===== src/rtl/mux_n_to_1_pipe_pkg.sv =====
// Shared constants and helpers for the pipelined datapath word muxes.
//   WIDTH_DEF       : default datapath word width
//   DEFAULT_VAL_DEF : default word driven for an out-of-range select
//   clog2_min1()    : select width for an N-input mux, never below 1 bit
package mux_n_to_1_pipe_pkg;

  localparam int                   WIDTH_DEF       = 32;
  localparam logic [WIDTH_DEF-1:0] DEFAULT_VAL_DEF = '0;

  function automatic int clog2_min1(input int n);
    int r;
    r = 0;
    for (int i = 0; i < 31; i++)
      if ((1 << i) < n) r = i + 1;
    return (r < 1) ? 1 : r;
  endfunction

endpackage


===== src/rtl/mux_n_to_1_pipe_skid_buf2.sv =====
// Generic two-entry valid/ready skid buffer.
//   clk, reset            : clock, async active-high reset
//   in_valid/in_ready     : upstream handshake; in_ready comes straight from a flop
//   in_payload            : word captured on accept
//   out_valid/out_ready   : downstream handshake
//   out_payload           : head word, held stable while stalled
// The main entry drives the outputs; the skid entry catches the one word that
// can arrive while main is stalled, which lets in_ready stay registered.
module mux_n_to_1_pipe_skid_buf2 #(
  parameter int W = 33
) (
  input  logic         clk,
  input  logic         reset,
  input  logic         in_valid,
  output logic         in_ready,
  input  logic [W-1:0] in_payload,
  output logic         out_valid,
  input  logic         out_ready,
  output logic [W-1:0] out_payload
);

  logic         main_vld_q, main_vld_d;
  logic         skid_vld_q, skid_vld_d;
  logic [W-1:0] main_q, main_d;
  logic [W-1:0] skid_q, skid_d;
  logic         rdy_q, rdy_d;
  logic         acc, xfer;

  assign acc  = in_valid && rdy_q;
  assign xfer = main_vld_q && out_ready;

  always_comb begin
    main_vld_d = main_vld_q;
    skid_vld_d = skid_vld_q;
    main_d     = main_q;
    skid_d     = skid_q;
    if (xfer || !main_vld_q) begin
      // main frees up: refill from skid first to keep FIFO order
      if (skid_vld_q) begin
        main_d     = skid_q;
        main_vld_d = 1'b1;
        skid_vld_d = 1'b0;
      end else if (acc) begin
        main_d     = in_payload;
        main_vld_d = 1'b1;
      end else begin
        main_vld_d = 1'b0;  // main_d keeps the last word
      end
    end else if (acc) begin
      // main stalled: park the new word
      skid_d     = in_payload;
      skid_vld_d = 1'b1;
    end
    rdy_d = !skid_vld_d;
  end

  always_ff @(posedge clk or posedge reset) begin
    if (reset) begin
      main_vld_q <= 1'b0;
      skid_vld_q <= 1'b0;
      main_q     <= '0;
      skid_q     <= '0;
      rdy_q      <= 1'b0;  // held low through reset, rises on the first edge after
    end else begin
      main_vld_q <= main_vld_d;
      skid_vld_q <= skid_vld_d;
      main_q     <= main_d;
      skid_q     <= skid_d;
      rdy_q      <= rdy_d;
    end
  end

  assign in_ready    = rdy_q;
  assign out_valid   = main_vld_q;
  assign out_payload = main_q;

endmodule


===== src/rtl/mux_n_to_1_pipe.sv =====
// N-input word mux with a registered, valid/ready output stage.
//   clk, reset           : clock, async active-high reset
//   in_data/in_sel       : flattened input words (word i at [i*WIDTH +: WIDTH]) and select
//   in_valid/in_ready    : upstream handshake
//   out_data/out_err     : selected word, flag for an out-of-range select
//   out_valid/out_ready  : downstream handshake
//   err_cnt              : saturating count of accepted out-of-range selects
module mux_n_to_1_pipe
  import mux_n_to_1_pipe_pkg::*;
#(
  parameter int               WIDTH       = WIDTH_DEF,
  parameter int               NUM_IN      = 4,
  parameter int               SEL_W       = clog2_min1(NUM_IN),
  parameter logic [WIDTH-1:0] DEFAULT_VAL = WIDTH'(DEFAULT_VAL_DEF)
) (
  input  logic                    clk,
  input  logic                    reset,
  input  logic [NUM_IN*WIDTH-1:0] in_data,
  input  logic [SEL_W-1:0]        in_sel,
  input  logic                    in_valid,
  output logic                    in_ready,
  output logic [WIDTH-1:0]        out_data,
  output logic                    out_err,
  output logic                    out_valid,
  input  logic                    out_ready,
  output logic [7:0]              err_cnt
);

  logic [WIDTH-1:0] sel_word;
  logic             sel_err;
  logic [WIDTH:0]   out_payload;
  logic [7:0]       err_cnt_q, err_cnt_d;

  // Explicit equality scan rather than an indexed part-select: a select that
  // matches no input (out of range, or unknown in simulation) falls through
  // to DEFAULT_VAL, so out_data never carries X.
  always_comb begin
    sel_word = DEFAULT_VAL;
    sel_err  = 1'b1;
    for (int i = 0; i < NUM_IN; i++) begin
      if (in_sel == SEL_W'(i)) begin
        sel_word = in_data[i*WIDTH +: WIDTH];
        sel_err  = 1'b0;
      end
    end
  end

  mux_n_to_1_pipe_skid_buf2 #(.W(WIDTH + 1)) u_skid (
    .clk         (clk),
    .reset       (reset),
    .in_valid    (in_valid),
    .in_ready    (in_ready),
    .in_payload  ({sel_err, sel_word}),
    .out_valid   (out_valid),
    .out_ready   (out_ready),
    .out_payload (out_payload)
  );

  assign out_err  = out_payload[WIDTH];
  assign out_data = out_payload[WIDTH-1:0];

  // counted at accept time, saturating
  always_comb begin
    err_cnt_d = err_cnt_q;
    if (in_valid && in_ready && sel_err && err_cnt_q != 8'hFF)
      err_cnt_d = err_cnt_q + 8'd1;
  end

  always_ff @(posedge clk or posedge reset) begin
    if (reset) err_cnt_q <= '0;
    else       err_cnt_q <= err_cnt_d;
  end

  assign err_cnt = err_cnt_q;

endmodule


===== config.mk =====
export PLATFORM = sky130hd
export DESIGN_NAME = mux_n_to_1_pipe
export DESIGN_NICKNAME = d
export VERILOG_FILES = /design/src/rtl/mux_n_to_1_pipe_pkg.sv /design/src/rtl/mux_n_to_1_pipe_skid_buf2.sv /design/src/rtl/mux_n_to_1_pipe.sv
export SDC_FILE = /design/constraint.sdc
export NUM_CORES = 1
export LEC_CHECK = 0
export CORE_MARGIN = 5
export CORE_UTILIZATION = 45
export CTS_BUF_LIST = sky130_fd_sc_hd__clkbuf_4 sky130_fd_sc_hd__clkbuf_8 sky130_fd_sc_hd__clkbuf_16
export CTS_CLUSTER_DIAMETER = 120
export DETAILED_ROUTE_END_ITERATION = 10
export GPL_ROUTABILITY_DRIVEN = 0
export HOLD_SLACK_MARGIN = 0.08
export PLACE_DENSITY = 0.83
export SETUP_SLACK_MARGIN = 0.4
export SLEW_MARGIN = 20
export SYNTH_ARGS = -nofsm -noshare
export SYNTH_HDL_FRONTEND = slang
export SYNTH_SLANG_ARGS = --single-unit

===== constraint.sdc =====
create_clock -name clk -period 4.68 [get_ports clk]
set_input_delay 0.468 -clock clk [delete_from_list [all_inputs] [get_ports clk]]
set_output_delay 0.468 -clock clk [all_outputs]
set_load 0.02 [all_outputs]

==> results.json <==
{
  "clock_sinks": 77,
  "layout_commonest_cell": "clkdlybuf4s50_1",
  "power_density_nw_per_um2": 403,
  "drt_iter0_markers": 116,
  "routed_wl_um": 10100,
  "ys_ff_latch": 77,
  "dieWidth_um": 101,
  "ios": 177,
  "clk_pin_slew_worst_paths_ns": 0.07,
  "fin_crit_ns": 2.34,
  "cts_hold_buffers": 0,
  "die_h_um": 101,
  "start_util_pct": 46.0,
  "nets": 544,
  "num_vias": 2924,
  "ys_warn_count": 0,
  "instances_no_fill": 520,
  "clk_path_buf_depth": 2,
  "status": "finished clean",
  "setup_viol": 0,
  "antenna_found_initial": 0,
  "endpoint_kind": "flip-flop",
  "relSlewSlack_pct": 31.6,
  "rrSetupSlack_ns": 2.34,
  "start_kind": "flip-flop",
  "cts-resized-gates": 0,
  "reg2reg_to": "u_skid.out_payload[16]",
  "required_ns": 4.89,
  "crit_buf_inv": 1,
  "htreeDepth": 3,
  "ant_nets": 0,
  "grt_pass1_vias": 3232,
  "synth.avg_cell_area_um2": 15.1,
  "synth_cell_types": 21,
  "slowest_delay_ns": 1.01,
  "rsz0062_at_grt": "no",
  "n_antenna_cell": 0,
  "fin_util_pct": 70.7,
  "max_cap_violations": 0,
  "layout-drive-gt1-share_pct": 21.0,
  "crit_family": "flip-flops",
  "grt_use_total_pct": 19.8,
  "yosysSeqAreaShare_pct": 51.2,
  "holdPathEnd": "err_cnt[4]",
  "slowest_stage": "dfrtp_1",
  "pre_cts_ws_ns": 2.08,
  "num_rows": 33,
  "p_leak_nw": 2.45,
  "r2r_cells": 4,
  "portBuffers": 176,
  "hold_violations": 0,
  "fp.coreArea_um2": 8180,
  "fin_setup_tns_ns": 0,
  "wl_per_cell_um": 19.5,
  "fin_skew_ns": 0.0117,
  "area_delta_synth_final_pct": 53.7,
  "final_cell_mix": "clkdlybuf4s50_1 (175), dfrtp_1 (77), and3_1 (32), a221o_1 (32), mux2_2 (32)",
  "maxSlewViolCount": 0,
  "synthCells": 249,
  "min_path_cells": 0,
  "syn_area_um2": 3760,
  "yosys.area.top_type": "dfrtp_1",
  "r2r-start": "u_skid.skid_vld_q",
  "grt_max_degree": 48,
  "cts_setup_buffers": 0,
  "setup_ws_ns": 2.34,
  "post-route-period-util_pct": 50.0,
  "worst-path-max-fanout": 36,
  "synth_top_cell_area_share_pct": 51.2,
  "criticalPathCategory": "flip-flop to flip-flop",
  "arrival_ns": 2.55,
  "dp_cells": 504,
  "vdd_drop_max_v": 0.000245,
  "cts_buffers": 9,
  "clock-root-buffer": "clkbuf_8",
  "worst_slew_pin_slew_ns": 1.03,
  "post-dp-hpwl_um": 7410,
  "min_from": "err_cnt[4]",
  "synthTopCellsByArea": "dfrtp_1 (51%), mux4_2 (18%), mux2_2 (9.6%)",
  "grt_first_pass_wirelength_um": 15700,
  "die_area_um2": 10300,
  "worstPathCellList": "a21o_1, nand2_1, buf_4, a221o_1",
  "post_drt_via_cell_ratio": 5.62,
  "remaining_drc_errors": 0,
  "overflow": 0,
  "cts_tree": "done",
  "max_freq_ghz": 0.427,
  "syn_nets": 383,
  "firstDrtPassIters": 4,
  "clock_latency_ns": 0.34,
  "hold_path_class": "flip-flop to flip-flop"
}
[layer usage]
layer / global-route usage, % / vias to the layer above / wire [µm] / part of all wire, %
met4: 5.73 / 0 / 127 / 1.3
met3: 7.23 / 10 / 1000 / 9.9
li1: - / 1317 / - / -
met1: 23.0 / 1471 / 3870 / 38
met2: 34.3 / 126 / 5120 / 51
met5: 0 / - / 0 / 0
[registers in the layout, summed over array words and instances, names as in the netlist]
register,count
u_skid.skid_q,33
u_skid.in_ready,1
u_skid.out_valid,1
err_cnt,8
u_skid.out_payload,33
u_skid.skid_vld_q,1
[worst reg2reg max path, stage by stage (launching register included)]
cell and delay (ns):
dfrtp_1 1.01, a21o_1 0.18, nand2_1 0.30, buf_4 0.35
a221o_1 0.38
[kinds of logic (layout without fill, tap and decap cells)]
group                  Yosys count  count (layout)  share of synthesized area [%]
DFF                             77              77                           51.2
muxes                           64              64                           29.0
and+or+nand+nor                 40              40                           6.39
buffers and inverters           33             199                           4.29
AOI/OAI and AO/OA               35              35                           9.12
[cell usage after synthesis]
library cell / n
inv_1: 2
clkbuf_2: 1
nand2_1: 3
a21o_1: 1
nor2b_1: 1
dfrtp_1: 77
a21oi_1: 1
and3_1: 32
mux2_2: 32
buf_6: 4
and2_1: 1
nand3_1: 1
nand2b_1: 1
mux4_1: 2
a32o_1: 1
buf_2: 5
a221o_1: 32
mux4_2: 30
clkbuf_1: 17
buf_1: 4
nor3_1: 1
[worst max-delay path by stage]
stage | startpoint | endpoint | cells past startpoint | slack, ns
CTS | u_skid.skid_vld_q | u_skid.out_payload[16] | 4 | 2.33
global route | u_skid.skid_vld_q | u_skid.out_payload[16] | 4 | 2.21
finish | u_skid.skid_vld_q | u_skid.out_payload[16] | 4 | 2.34
floorplan | reset | err_cnt[0] | 1 | 2.25
global placement | out_ready | u_skid.out_payload[14] | 6 | 2.15
detailed placement | out_ready | u_skid.out_payload[1] | 6 | 2.08
[through the flow]
step / hold WS [ns] / total power (W) / cell area (µm²)
CTS: 0.382 / 0.00235 / 5780
detailed placement: 0.364 / 0.00178 / 5540
global route: 0.396 / 0.00244 / 5780
finish: 0.376 / 0.00233 / 5780
global placement: 0.364 / 0.00174 / 5540
floorplan: 0.454 / 0.00137 / 3760
[report_power, final]
| part | switching, W | leakage [nW] | internal (W) |
|---|---|---|---|
| combinational | 0.000328 | 1.39 | 0.000467 |
| sequential | 0.000109 | 0.941 | 0.000855 |
| clock | 0.000230 | 0.117 | 0.000342 |
| total | 0.000667 | 2.45 | 0.00166 |
[area by class of cell]
type | instances | area [µm²]
fillers | 560 | 2400
flip-flops and latches | 77 | 1930
repair buffers | 181 | 1800
multi-input cells | 139 | 1680
clock buffers | 13 | 166
well taps | 105 | 131
clock inverters | 3 | 67.6
inverters | 2 | 8.76
No activity file was read; power rests on OpenSTA's default activity.
